File: src/rtl/alu_seq_pkg.sv
// Package: alu_seq_pkg
// Shared definitions for the nibble-serial ALU sequencer and its 4-bit slice.
//   - op encodings (op[2] is the B-invert / carry-in-one bit)
//   - sequencer state enum
//   - NIBBLE_W, the width of one slice pass
package alu_seq_pkg;

  localparam int NIBBLE_W = 4;

  localparam logic [2:0] OP_AND = 3'b000;
  localparam logic [2:0] OP_OR  = 3'b001;
  localparam logic [2:0] OP_ADD = 3'b010;
  localparam logic [2:0] OP_SUB = 3'b110;
  localparam logic [2:0] OP_SLT = 3'b111;

  typedef enum logic [1:0] {
    IDLE = 2'd0,
    RUN  = 2'd1,
    DONE = 2'd2
  } state_e;

endpackage

File: src/rtl/nibble_alu_slice.sv
// Module: nibble_alu_slice
// Combinational 4-bit ALU slice (AND / OR / add / less-pass-through).
// Ports:
//   a_i, b_i     4-bit operands
//   op_i         op[2] inverts B; op[1:0] selects AND, OR, SUM, LESS
//   cin_i        carry in
//   less_i       value placed in bit 0 when op[1:0] selects LESS
//   result_o     4-bit result
//   cout_o       carry out of bit 3
//   set_o        bit 3 of the sum (sign of a-b for SLT on the MSB slice)
//   overflow_o   signed overflow of the 4-bit add
//   zero_o       result_o == 0
module nibble_alu_slice
  import alu_seq_pkg::*;
(
  input  logic [NIBBLE_W-1:0] a_i,
  input  logic [NIBBLE_W-1:0] b_i,
  input  logic [2:0]          op_i,
  input  logic                cin_i,
  input  logic                less_i,
  output logic [NIBBLE_W-1:0] result_o,
  output logic                cout_o,
  output logic                set_o,
  output logic                overflow_o,
  output logic                zero_o
);

  logic [NIBBLE_W-1:0] b_eff;
  logic [NIBBLE_W:0]   sum;

  assign b_eff = op_i[2] ? ~b_i : b_i;
  // The adder runs for every op so cout/overflow/set are always defined.
  assign sum   = {1'b0, a_i} + {1'b0, b_eff} + {{NIBBLE_W{1'b0}}, cin_i};

  always_comb begin
    result_o = '0;
    case (op_i[1:0])
      OP_AND[1:0]: result_o = a_i & b_eff;
      OP_OR[1:0]:  result_o = a_i | b_eff;
      OP_ADD[1:0]: result_o = sum[NIBBLE_W-1:0];
      default:     result_o = {{(NIBBLE_W-1){1'b0}}, less_i};
    endcase
  end

  assign cout_o     = sum[NIBBLE_W];
  assign set_o      = sum[NIBBLE_W-1];
  assign overflow_o = (a_i[NIBBLE_W-1] == b_eff[NIBBLE_W-1]) &&
                      (sum[NIBBLE_W-1] != a_i[NIBBLE_W-1]);
  assign zero_o     = (result_o == '0);

endmodule

File: src/rtl/nibble_serial_alu_seq.sv
// Module: nibble_serial_alu_seq
// Performs a WIDTH-bit ALU operation by running one 4-bit slice per cycle,
// least-significant nibble first, chaining carry through a register.
// WIDTH must be a multiple of 4 and at least 8.
//
// Handshake: an operation is accepted on a rising edge where start=1 and
// ready=1; a, b and op are captured on that edge. start while ready=0 is
// dropped, never queued. done is a one-cycle pulse during which result and
// flags are valid; they then hold until the next accepted start.
//
// Configuration macro ALU_SEQ_BACK2BACK_EN: when defined, ready is also high
// in DONE so a new operation can start on the edge that leaves DONE.
//
// Ports:
//   clk, reset      clock (rising edge), synchronous active-high reset
//   start, ready    request / accept handshake
//   a, b, op        operands and op code (op[2] = B invert)
//   done            one-cycle completion pulse
//   result          WIDTH-bit result
//   cout, overflow  carry and signed overflow of the MSB nibble
//   set             MSB sum bit of the final pass
//   zero            result == 0
//   dbg_state_o     current FSM state, for observation only
module nibble_serial_alu_seq
  import alu_seq_pkg::*;
#(
  parameter int WIDTH = 16
) (
  input  logic             clk,
  input  logic             reset,
  input  logic             start,
  output logic             ready,
  input  logic [WIDTH-1:0] a,
  input  logic [WIDTH-1:0] b,
  input  logic [2:0]       op,
  output logic             done,
  output logic [WIDTH-1:0] result,
  output logic             cout,
  output logic             overflow,
  output logic             set,
  output logic             zero,
  output logic [1:0]       dbg_state_o
);

  localparam int NIBBLES = WIDTH / NIBBLE_W;
  localparam int IDX_W   = $clog2(NIBBLES);
  localparam logic [IDX_W-1:0] LAST_IDX = IDX_W'(NIBBLES - 1);

  state_e           state_q, state_d;
  logic [WIDTH-1:0] a_q, a_d, b_q, b_d, result_q, result_d;
  logic [2:0]       op_q, op_d;
  logic [IDX_W-1:0] idx_q, idx_d;
  logic             carry_q, carry_d;
  logic             zacc_q, zacc_d;
  logic             cout_q, cout_d, ovf_q, ovf_d, set_q, set_d, zero_q, zero_d;
  logic             accept;

  logic [NIBBLE_W-1:0] s_a, s_b, s_res;
  logic                s_cout, s_set, s_ovf, s_zero;

  assign s_a = a_q[idx_q*NIBBLE_W +: NIBBLE_W];
  assign s_b = b_q[idx_q*NIBBLE_W +: NIBBLE_W];

  nibble_alu_slice u_slice (
    .a_i        (s_a),
    .b_i        (s_b),
    .op_i       (op_q),
    .cin_i      (carry_q),
    .less_i     (1'b0),
    .result_o   (s_res),
    .cout_o     (s_cout),
    .set_o      (s_set),
    .overflow_o (s_ovf),
    .zero_o     (s_zero)
  );

  always_comb begin
    state_d  = state_q;
    a_d      = a_q;
    b_d      = b_q;
    op_d     = op_q;
    idx_d    = idx_q;
    carry_d  = carry_q;
    zacc_d   = zacc_q;
    result_d = result_q;
    cout_d   = cout_q;
    ovf_d    = ovf_q;
    set_d    = set_q;
    zero_d   = zero_q;
    ready    = 1'b0;
    done     = 1'b0;
    accept   = 1'b0;

    case (state_q)
      IDLE: begin
        ready  = 1'b1;
        accept = start;
      end
      RUN: begin
        result_d[idx_q*NIBBLE_W +: NIBBLE_W] = s_res;
        carry_d = s_cout;
        zacc_d  = zacc_q & s_zero;
        if (idx_q == LAST_IDX) begin
          cout_d  = s_cout;
          ovf_d   = s_ovf;
          set_d   = s_set;
          // SLT replaces the whole result with the sign of a-b, computed
          // only on this final pass.
          if (op_q == OP_SLT) begin
            result_d = WIDTH'(s_set);
            zero_d   = ~s_set;
          end else begin
            zero_d   = zacc_q & s_zero;
          end
          state_d = DONE;
        end else begin
          idx_d = idx_q + 1'b1;
        end
      end
      DONE: begin
        done    = 1'b1;
        state_d = IDLE;
`ifdef ALU_SEQ_BACK2BACK_EN
        ready   = 1'b1;
        accept  = start;
`endif
      end
      default: state_d = IDLE;
    endcase

    // Capture is shared by IDLE and (optionally) DONE; result and flags are
    // left alone so the finishing operation's outputs stay valid this cycle.
    if (accept) begin
      a_d     = a;
      b_d     = b;
      op_d    = op;
      idx_d   = '0;
      carry_d = op[2];
      zacc_d  = 1'b1;
      state_d = RUN;
    end
  end

  always_ff @(posedge clk) begin
    if (reset) begin
      state_q  <= IDLE;
      a_q      <= '0;
      b_q      <= '0;
      op_q     <= '0;
      idx_q    <= '0;
      carry_q  <= 1'b0;
      zacc_q   <= 1'b0;
      result_q <= '0;
      cout_q   <= 1'b0;
      ovf_q    <= 1'b0;
      set_q    <= 1'b0;
      zero_q   <= 1'b0;
    end else begin
      state_q  <= state_d;
      a_q      <= a_d;
      b_q      <= b_d;
      op_q     <= op_d;
      idx_q    <= idx_d;
      carry_q  <= carry_d;
      zacc_q   <= zacc_d;
      result_q <= result_d;
      cout_q   <= cout_d;
      ovf_q    <= ovf_d;
      set_q    <= set_d;
      zero_q   <= zero_d;
    end
  end

  assign result      = result_q;
  assign cout        = cout_q;
  assign overflow    = ovf_q;
  assign set         = set_q;
  assign zero        = zero_q;
  assign dbg_state_o = state_q;

endmodule

File: config.mk
export PLATFORM = sky130hd
export DESIGN_NAME = nibble_serial_alu_seq
export DESIGN_NICKNAME = d
export VERILOG_FILES = /design/src/rtl/alu_seq_pkg.sv /design/src/rtl/nibble_alu_slice.sv /design/src/rtl/nibble_serial_alu_seq.sv
export SDC_FILE = /design/constraint.sdc
export NUM_CORES = 1
export LEC_CHECK = 0
export CAP_MARGIN = 5
export CORE_ASPECT_RATIO = 0.5
export CORE_MARGIN = 2
export CORE_UTILIZATION = 50
export CTS_CLUSTER_SIZE = 12
export DETAILED_ROUTE_END_ITERATION = 8
export GPL_TIMING_DRIVEN = 1
export PLACE_DENSITY = 0.79
export RECOVER_POWER = 100
export SYNTH_ARGS = -nofsm -noshare
export SYNTH_HDL_FRONTEND = slang
export SYNTH_SLANG_ARGS = --single-unit
export TNS_END_PERCENT = 100
File: constraint.sdc
create_clock -name clk -period 4.2 [get_ports clk]
set_input_delay 1.05 -clock clk [delete_from_list [all_inputs] [get_ports clk]]
set_output_delay 1.05 -clock clk [all_outputs]
set_load 0.005 [all_outputs]
Word-level counts from Yosys, hierarchy flattened
Cells that the tools add are included.
{"block": "classes", "addsub": 4, "n_eq_ne": 11, "n_bitwise": 7, "reduce_logical": 10, "shifts": 4, "mux": 16}
{"operator": "$neg 4->34", "count": 1}
{"operator": "$shift 4x34->16 const A", "count": 1}
{"operator": "$shiftx 4x34->16", "count": 1}
{"operator": "$mux 16", "count": 2}
{"operator": "$shiftx 16x5->4", "count": 2}
{"operator": "$bwmux 16", "count": 1}
{"operator": "$pmux 4 s3", "count": 1}
{"operator": "$mux 1", "count": 9}
{"operator": "$reduce_and 2->1", "count": 4}
{"operator": "$eq 2x2->1 const B", "count": 3}
{"operator": "$add 4x4->5", "count": 1}
{"operator": "$add 5x1->5", "count": 1}
{"operator": "$and 4x4->4", "count": 1}
{"operator": "$eq 2x1->1 const B", "count": 2}
{"operator": "$logic_not 2->1", "count": 2}
{"operator": "$logic_not 4->1", "count": 1}
{"operator": "$mux 4", "count": 1}
{"operator": "$ne 2x2->1 const B", "count": 2}
{"operator": "$not 4->4", "count": 1}
{"operator": "$or 4x4->4", "count": 1}
{"operator": "$pmux 2 s2", "count": 1}
{"operator": "$eq 3x3->1 const B", "count": 1}
{"operator": "$ne 3x3->1 const B", "count": 1}
{"operator": "$not 1->1", "count": 3}
{"operator": "other kinds (8)", "count": 8}
{"block": "word_totals", "in_bits": 38, "wordCells": 65, "regBits": 61, "out_inout_bits": 24}

Depth between registers and ports, before layout
Gate-level depths: netlist (run 1).
{"block": "logic_depth", "depth_word": 10, "depth_mapped": 12, "ltp_nobuf": 11}

Cells and area by module
From an unflattened synthesis (run 1), not the netlist that was laid out.
{"block": "unflattened", "cells_unflattened": 345, "area_unflattened_um2": 3118.0}
{"mod": "nibble_serial_alu_seq", "instances": 1, "seq_area_each_um2": 1221.2, "cells_per_inst": 294, "area_each_um2": 2716.4}
{"mod": "nibble_alu_slice", "instances": 1, "seq_area_each_um2": 0.0, "cells_per_inst": 51, "area_each_um2": 401.6}

Worst setup path after synthesis (run 1)
No wires, ideal clock.
{"block": "synth_path", "path_type": "reg-to-reg", "startpoint": "register idx_q[0]", "endpoint": "register zero_q, in the netlist zero", "n_path_buf": 1, "synth_period_minus_slack_ns": 3.603, "setup_ns": 0.088, "required_time_ns": 4.112, "setup_slack_ns": 0.597, "t_arrival_ns": 3.515, "stages_incl_launch_ff": 10, "path_cell_list": "dfxtp_1 > buf_1 > mux4_2 > fa_1 > a21o_1 > a21oi_4 > xnor2_1 > a221o_1 > or4_1 > a311oi_2"}
{"block": "synth_via", "elab_chain_len": 9, "elab_cells_between_ends": 15, "cone_classes": "2 x add/sub; 1 x eq/ne; 2 x shift; 3 x mux; 5 x bitwise; 2 x reduce/logical"}
{"element": "start, declared", "line_no": "nibble_serial_alu_seq.sv:52", "source": "logic [IDX_W-1:0] idx_q, idx_d;"}
{"element": "start signal, assigned", "line_no": "nibble_serial_alu_seq.sv:163", "source": "idx_q <= idx_d;"}
{"element": "$shiftx 16x5->4", "line_no": "nibble_serial_alu_seq.sv:62", "source": "assign s_b = b_q[idx_q*NIBBLE_W +: NIBBLE_W];"}
{"element": "$not 4->4", "line_no": "nibble_alu_slice.sv:31", "source": "assign b_eff = op_i[2] ? ~b_i : b_i;"}
{"element": "$mux 4", "line_no": "nibble_alu_slice.sv:31"}
{"element": "$add 4x4->5", "line_no": "nibble_alu_slice.sv:33", "source": "assign sum = {1'b0, a_i} + {1'b0, b_eff} + {{NIBBLE_W{1'b0}}, cin_i};"}
{"element": "$add 5x1->5", "line_no": "nibble_alu_slice.sv:33"}
{"element": "$pmux 4 s3", "line_no": "nibble_alu_slice.sv:37", "source": "case (op_i[1:0])"}
{"element": "$logic_not 4->1", "line_no": "nibble_alu_slice.sv:49", "source": "assign zero_o = (result_o == '0);"}
{"element": "$and 1x1->1", "line_no": "nibble_serial_alu_seq.sv:113", "source": "zero_d = zacc_q & s_zero;"}
{"element": "$mux 1", "line_no": "nibble_serial_alu_seq.sv:109", "source": "if (op_q == OP_SLT) begin"}
{"element": "end signal, assigned", "line_no": "nibble_serial_alu_seq.sv:170", "source": "zero_q <= zero_d;"}
{"element": "end, declared", "line_no": "nibble_serial_alu_seq.sv:55", "source": "logic cout_q, cout_d, ovf_q, ovf_d, set_q, set_d, zero_q, zero_d;"}
Parallel ways exist; a longest one is shown, timed or not.
A chain may end at the register's enable or synchronous reset.

Worst setup path after layout (run 1)
Ends and elaborated chain as after synthesis.

==> results of run 1 <==
==> kinds of logic (layout without fill, tap and decap cells) <==
family	after synthesis	in the layout
AND/OR/NAND/NOR	136	136
XOR/XNOR	8	8
adder cells (fa/ha/maj)	16	16
multiplexers	11	11
AO/OA/AOI/OAI	72	72
flip-flops	61	61
buffers and inverters	33	92
==> where the power goes <==
| group | internal (W) | switching [W] |
|---|---|---|
| registers | 0.000604 | 0.0000199 |
| clock network | 0.000405 | 0.000282 |
| logic | 0.0000921 | 0.000102 |
| total | 0.00110 | 0.000404 |
==> layer usage <==
| layer | routed length [um] | GRT usage, % |
|---|---|---|
| met1 | 2990 | 26.6 |
| met2 | 2870 | 33.0 |
| met3 | 328 | 5.84 |
| met4 | 135 | 8.93 |
| met5 | 0 | 0 |
==> layout make-up <==
cell class                 instances  share of cell area (%)
multi-input combinational        243                    39.9
clock buffer                       9                    5.99
timing repair buffer              63                    16.4
clock inverter                     7                    1.53
sequential                        61                    32.5
tap                               73                    2.43
inverter                          13                    1.30
==> final timing paths <==
| path | start | endpoint | slack, ns | cells past startpoint |
|---|---|---|---|---|
| worst max-delay path | idx_q[0] | zero | 0.43 | 9 |
| worst min-delay path | result[13] | result[13] | 0.45 | 2 |
| worst max register to register | idx_q[0] | zero | 0.43 | 9 |
| worst min register to register | result[13] | result[13] | 0.45 | 2 |
==> per-stage QoR <==
stage                     util, %  area, um2  total power [W]
after floorplan                 -       2860         0.000762
after global placement       63.6       3490         0.000827
after detailed placement     63.6       3490         0.000835
after CTS                    68.7       3770          0.00152
after global routing         68.5       3760          0.00157
final                        68.5       3760          0.00151
==> worst max-delay path: stages (launching register included) <==
cell,delay (ns)
dfxtp_1,0.62
mux4_2,0.57
xor2_1,0.19
fa_1,0.42
a21o_1,0.19
a21oi_1,0.27
xnor2_1,0.17
a221o_1,0.43
or4_1,0.56
a311oi_2,0.25
==> state kept, by name (all words and copies together), names as in the netlist <==
name,count
dbg_state_o,2
op_q,3
result,16
zacc_q,1
b_q,16
set,1
a_q,16
cout,1
carry_q,1
overflow,1
idx_q,2
zero,1
==> placed cells by master (no fill, tap or decap), types with 2 or more instances in the layout <==
master           synthesis  routed
a21oi_1                 42      43
a22oi_1                 11      11
a31oi_1                  2       2
a32oi_1                  2       2
and2_1                   3       2
clkbuf_16                0       9
clkdlybuf4s50_1          0      35
clkinvlp_4               0       3
dfxtp_1                 61      61
dlygate4sd3_1            0      25
fa_1                     2       2
ha_1                    14      14
inv_1                   13      13
inv_6                    0       3
mux2i_1                  3       3
mux4_2                   8       8
nand2_1                 83      83
nand2b_1                 3       3
nand3_1                  2       2
nor2_1                  25      25
nor2b_1                  4       4
nor3_1                   7       7
o21ai_0                  8       8
o22ai_1                  2       2
or3_1                    2       2
xnor2_1                  4       4
xor2_1                   4       4
==> impl_metrics.json, run 1 <==
{
  "outcome": "finished, final reports clean",
  "slew_headroom_pct": 12.0,
  "cts_root_buffer": "clkbuf_16",
  "drtAntennaViolNets": 0,
  "yosys_warnings": 0,
  "gp_congestion": 0.874,
  "routedWlPerCell_um": 13.5,
  "syn_inst": 337,
  "fmaxAchievable_ghz": 0.265,
  "io_buffers": 61,
  "setup_viol": 0,
  "p_leak_nw": 1.48,
  "clockBufferDepth": 2,
  "synth_most_common_cell": "nand2_1",
  "num_vias": 2452,
  "fin_crit_sh_pct": 89.8,
  "cts_made_buffers": 9,
  "seq_area_frac_synth_pct": 42.8,
  "hp-class": "reg -> reg",
  "fin_ws_ns": 0.428,
  "synth.top_cell.area_share_pct": 42.8,
  "yosysTopAreaCell": "dfxtp_1",
  "finClkSkew_ns": 0.00991,
  "cts_resized": 0,
  "place.detailed.hpwl_mm": 4.68,
  "globalRouteOverflowTotal": 0,
  "synthTopCellsByCount": "83 x nand2_1, 61 x dfxtp_1, 42 x a21oi_1",
  "worstPathRequired_ns": 4.43,
  "synth_edf_count": 0,
  "cts.sinks": 61,
  "grt_usage_pct": 20.6,
  "cts_hold_buf": 0,
  "stdcell_count": 469,
  "muxShareOfSynthArea_pct": 7.36,
  "fin_tns_setup_ns": 0,
  "crit_path_max_fanout": 8,
  "grt_pass1_vias": 2240,
  "syn-cell-area_um2": 2860,
  "tightest_slew_ns": 1.32,
  "ys_ff_latch": 61,
  "grt_setup_unrepaired": "false",
  "place_inst": 453,
  "drtPass1Iterations": 4,
  "postCtsSetupRepairBufs": 0,
  "start_util_pct": 52.0,
  "worstSetupStartpointType": "register",
  "die_area_um2": 6370,
  "multiInputGateArea_um2": 1500,
  "hold_viol_final": 0,
  "synthAdderAreaFrac_pct": 7.54,
  "std_cell_rows": 19,
  "period_minus_slack_ns": 3.77,
  "pre_cts_ws_ns": 0.539,
  "seqCellArea_um2": 1220,
  "end_kind": "register",
  "drv_slew": 0,
  "syn_area_per_cell_um2": 8.47,
  "synthSimpleGateAreaFrac_pct": 20.4,
  "io_pins": 62,
  "finalWirelength_mm": 6.32,
  "drt_iter0_drc": 127,
  "die_w_um": 111,
  "synth_compound_area_share_pct": 15.2,
  "drive_gt1_share_pct": 6.82,
  "cp.arrival_ns": 4.00,
  "clk_pin_slew_ns": 0.06,
  "ys_top_cells_by_area": "dfxtp_1 43%, nand2_1 11%, a21oi_1 7.4%, mux4_2 6.3%, ha_1 6.1%",
  "tritoncts": "built",
  "route.detailed.drc": 0,
  "grt_max_degree": 62,
  "powerDensity_nw_per_um2": 400,
  "grt_pass1_wl_mm": 10.5,
  "antenna_found_initial": 0,
  "synth_cell_types": 36,
  "synth_async_sr_flop_share_pct": 0,
  "nets": 445,
  "synth_top_family_by_area": "simple AND/OR/NAND/NOR gates",
  "die-height_um": 57.4,
  "synth_nets": 391,
  "vias_per_cell": 5.23,
  "crit_type": "reg -> reg",
  "fillers": 466,
  "hold_slack_ns": 0.454,
  "synth-xor-area-share_pct": 2.45,
  "synth-main-ff-cell": "dfxtp_1",
  "cap_violations": 0,
  "htreeDepth": 3,
  "area_growth_pct": 31.7,
  "core-area_um2": 5490,
  "clk-insertion-delay-late_ns": 0.34,
  "n_antenna_cell": 0,
  "ir_drop_mv": 0.233
}
Power figures use the tool's default switching activity.
==> inputs of run 2 (changes only) <==
--- a/config.mk
+++ b/config.mk
@@ -5,7 +5,7 @@
 export SDC_FILE = /design/constraint.sdc
 export NUM_CORES = 1
 export LEC_CHECK = 0
-export CAP_MARGIN = 5
+export CAP_MARGIN = 20
 export CORE_ASPECT_RATIO = 0.5
 export CORE_MARGIN = 2
 export CORE_UTILIZATION = 50
==> run 2 against run 1 <==
  * Non-clock buffer count up 1
  * Core utilization up 0.50 points
  * Total power up 0.30%
  * Critical path depth unchanged
  * Worst hold slack about the same
  * Maximum frequency down 0.23%
  * Clock-buffer cell count unchanged
  * Sequential power about the same
  * Clock power about the same
  * First-iteration DRC count up 17%
  * Critical endpoint unchanged
==> impl_metrics.json, run 2 (synthesis results as in run 1) <==
{
  "hp-class": "reg -> reg",
  "vias_per_cell": 5.24,
  "tightest_slew_ns": 1.32,
  "fmaxAchievable_ghz": 0.265,
  "drv_slew": 0,
  "grt_pass1_vias": 2240,
  "io_pins": 62,
  "drt_iter0_drc": 149,
  "std_cell_rows": 19,
  "drive_gt1_share_pct": 7.05,
  "routedWlPerCell_um": 13.6,
  "fin_crit_sh_pct": 90.0,
  "tritoncts": "built",
  "drtPass1Iterations": 4,
  "worstSetupStartpointType": "register",
  "globalRouteOverflowTotal": 0,
  "finalWirelength_mm": 6.39,
  "grt_usage_pct": 20.6,
  "finClkSkew_ns": 0.0103,
  "fin_tns_setup_ns": 0,
  "cap_violations": 0,
  "worstPathRequired_ns": 4.43,
  "cts.sinks": 61,
  "drtAntennaViolNets": 0,
  "grt_max_degree": 62,
  "crit_path_max_fanout": 8,
  "num_vias": 2461,
  "core-area_um2": 5490,
  "most-common-layout-cells": "83 x nand2_1, 61 x dfxtp_1, 43 x a21oi_1",
  "clk-insertion-delay-late_ns": 0.33,
  "cts_resized": 0,
  "slew_headroom_pct": 12.3,
  "final_common_cell": "nand2_1",
  "setup_viol": 0,
  "cts_hold_buf": 0,
  "fin_ws_ns": 0.420,
  "power.total_w": 0.00151,
  "clk_pin_slew_ns": 0.06,
  "antenna_found_initial": 0,
  "htreeDepth": 3,
  "outcome": "finished, final reports clean",
  "crit_path_top_delay_cell": "dfxtp_1",
  "crit_type": "reg -> reg",
  "postCtsSetupRepairBufs": 0,
  "path_cells": "mux4_2 -> xor2_1 -> fa_1 -> a21o_1 -> a21oi_1 -> xnor2_1 -> a221o_1 -> or4_1 -> a311oi_2",
  "cts_made_buffers": 9,
  "fillers": 464,
  "grt_setup_unrepaired": "false",
  "clockBufferDepth": 2,
  "route.detailed.drc": 0,
  "end_kind": "register",
  "io_buffers": 61,
  "die-height_um": 57.4,
  "hold_viol_final": 0,
  "area_growth_pct": 32.6,
  "ir_drop_mv": 0.233,
  "p_leak_nw": 1.50,
  "start_util_pct": 52.0,
  "cp.arrival_ns": 4.01,
  "cts_root_buffer": "clkbuf_16",
  "die_w_um": 111,
  "powerDensity_nw_per_um2": 399,
  "place_inst": 453,
  "pre_cts_ws_ns": 0.539,
  "gp_congestion": 0.874,
  "n_antenna_cell": 0,
  "place.detailed.hpwl_mm": 4.68,
  "stdcell_count": 470,
  "hold_slack_ns": 0.454,
  "grt_pass1_wl_mm": 10.5,
  "period_minus_slack_ns": 3.78,
  "slowest_delay_ns": 0.63,
  "nets": 446,
  "die_area_um2": 6370
}
==> run 2: path summary, 6_finish.rpt <==
path | cells past startpoint | end | slack, ns | start
max | 9 | zero | 0.42 | idx_q[0]
min | 2 | result[13] | 0.45 | result[13]
max reg2reg | 9 | zero | 0.42 | idx_q[0]
min reg2reg | 2 | result[13] | 0.45 | result[13]
==> run 2: layout make-up <==
type | count | area, um2 | share of cell area, %
clock buffers | 9 | 225 | 5.95
clock inverters | 7 | 57.6 | 1.52
inverters | 13 | 48.8 | 1.29
multi-input cells | 243 | 1500 | 39.6
flip-flops and latches | 61 | 1220 | 32.2
well taps | 73 | 91.3 | 2.41
repair buffers | 64 | 644 | 17.0
==> run 2: worst max-delay path, delay by kind of cell (launching register included) <==
| family | cells | cell delay [ns] |
|---|---|---|
| simple gates | 1 | 0.56 |
| mux | 1 | 0.57 |
| flops | 1 | 0.63 |
| xor+xnor | 2 | 0.36 |
| compound gates | 4 | 1.14 |
| fa+ha+maj | 1 | 0.42 |
==> run 2: power by group <==
part           switching [W]  total (W)  internal, W
Sequential         0.0000199   0.000624     0.000604
Clock               0.000282   0.000687     0.000405
Combinational       0.000103   0.000199    0.0000959
==> run 2: per-layer routing <==
metal | vias to the layer above | GRT usage (%) | wire length, um | share of wire [%]
met5 | - | 0 | 0 | 0
met4 | 0 | 8.93 | 138 | 2.2
met3 | 16 | 5.84 | 332 | 5.2
met2 | 65 | 33.0 | 2910 | 46
met1 | 1127 | 26.6 | 3000 | 47
li1 | 1253 | - | - | -
==> run 2: stage by stage <==
stage / cell area (um2) / utilization [%]
floorplan: 2860 / -
global placement: 3490 / 63.6
detailed placement: 3490 / 63.6
CTS: 3770 / 68.7
global route: 3790 / 69.0
finish: 3790 / 69.0
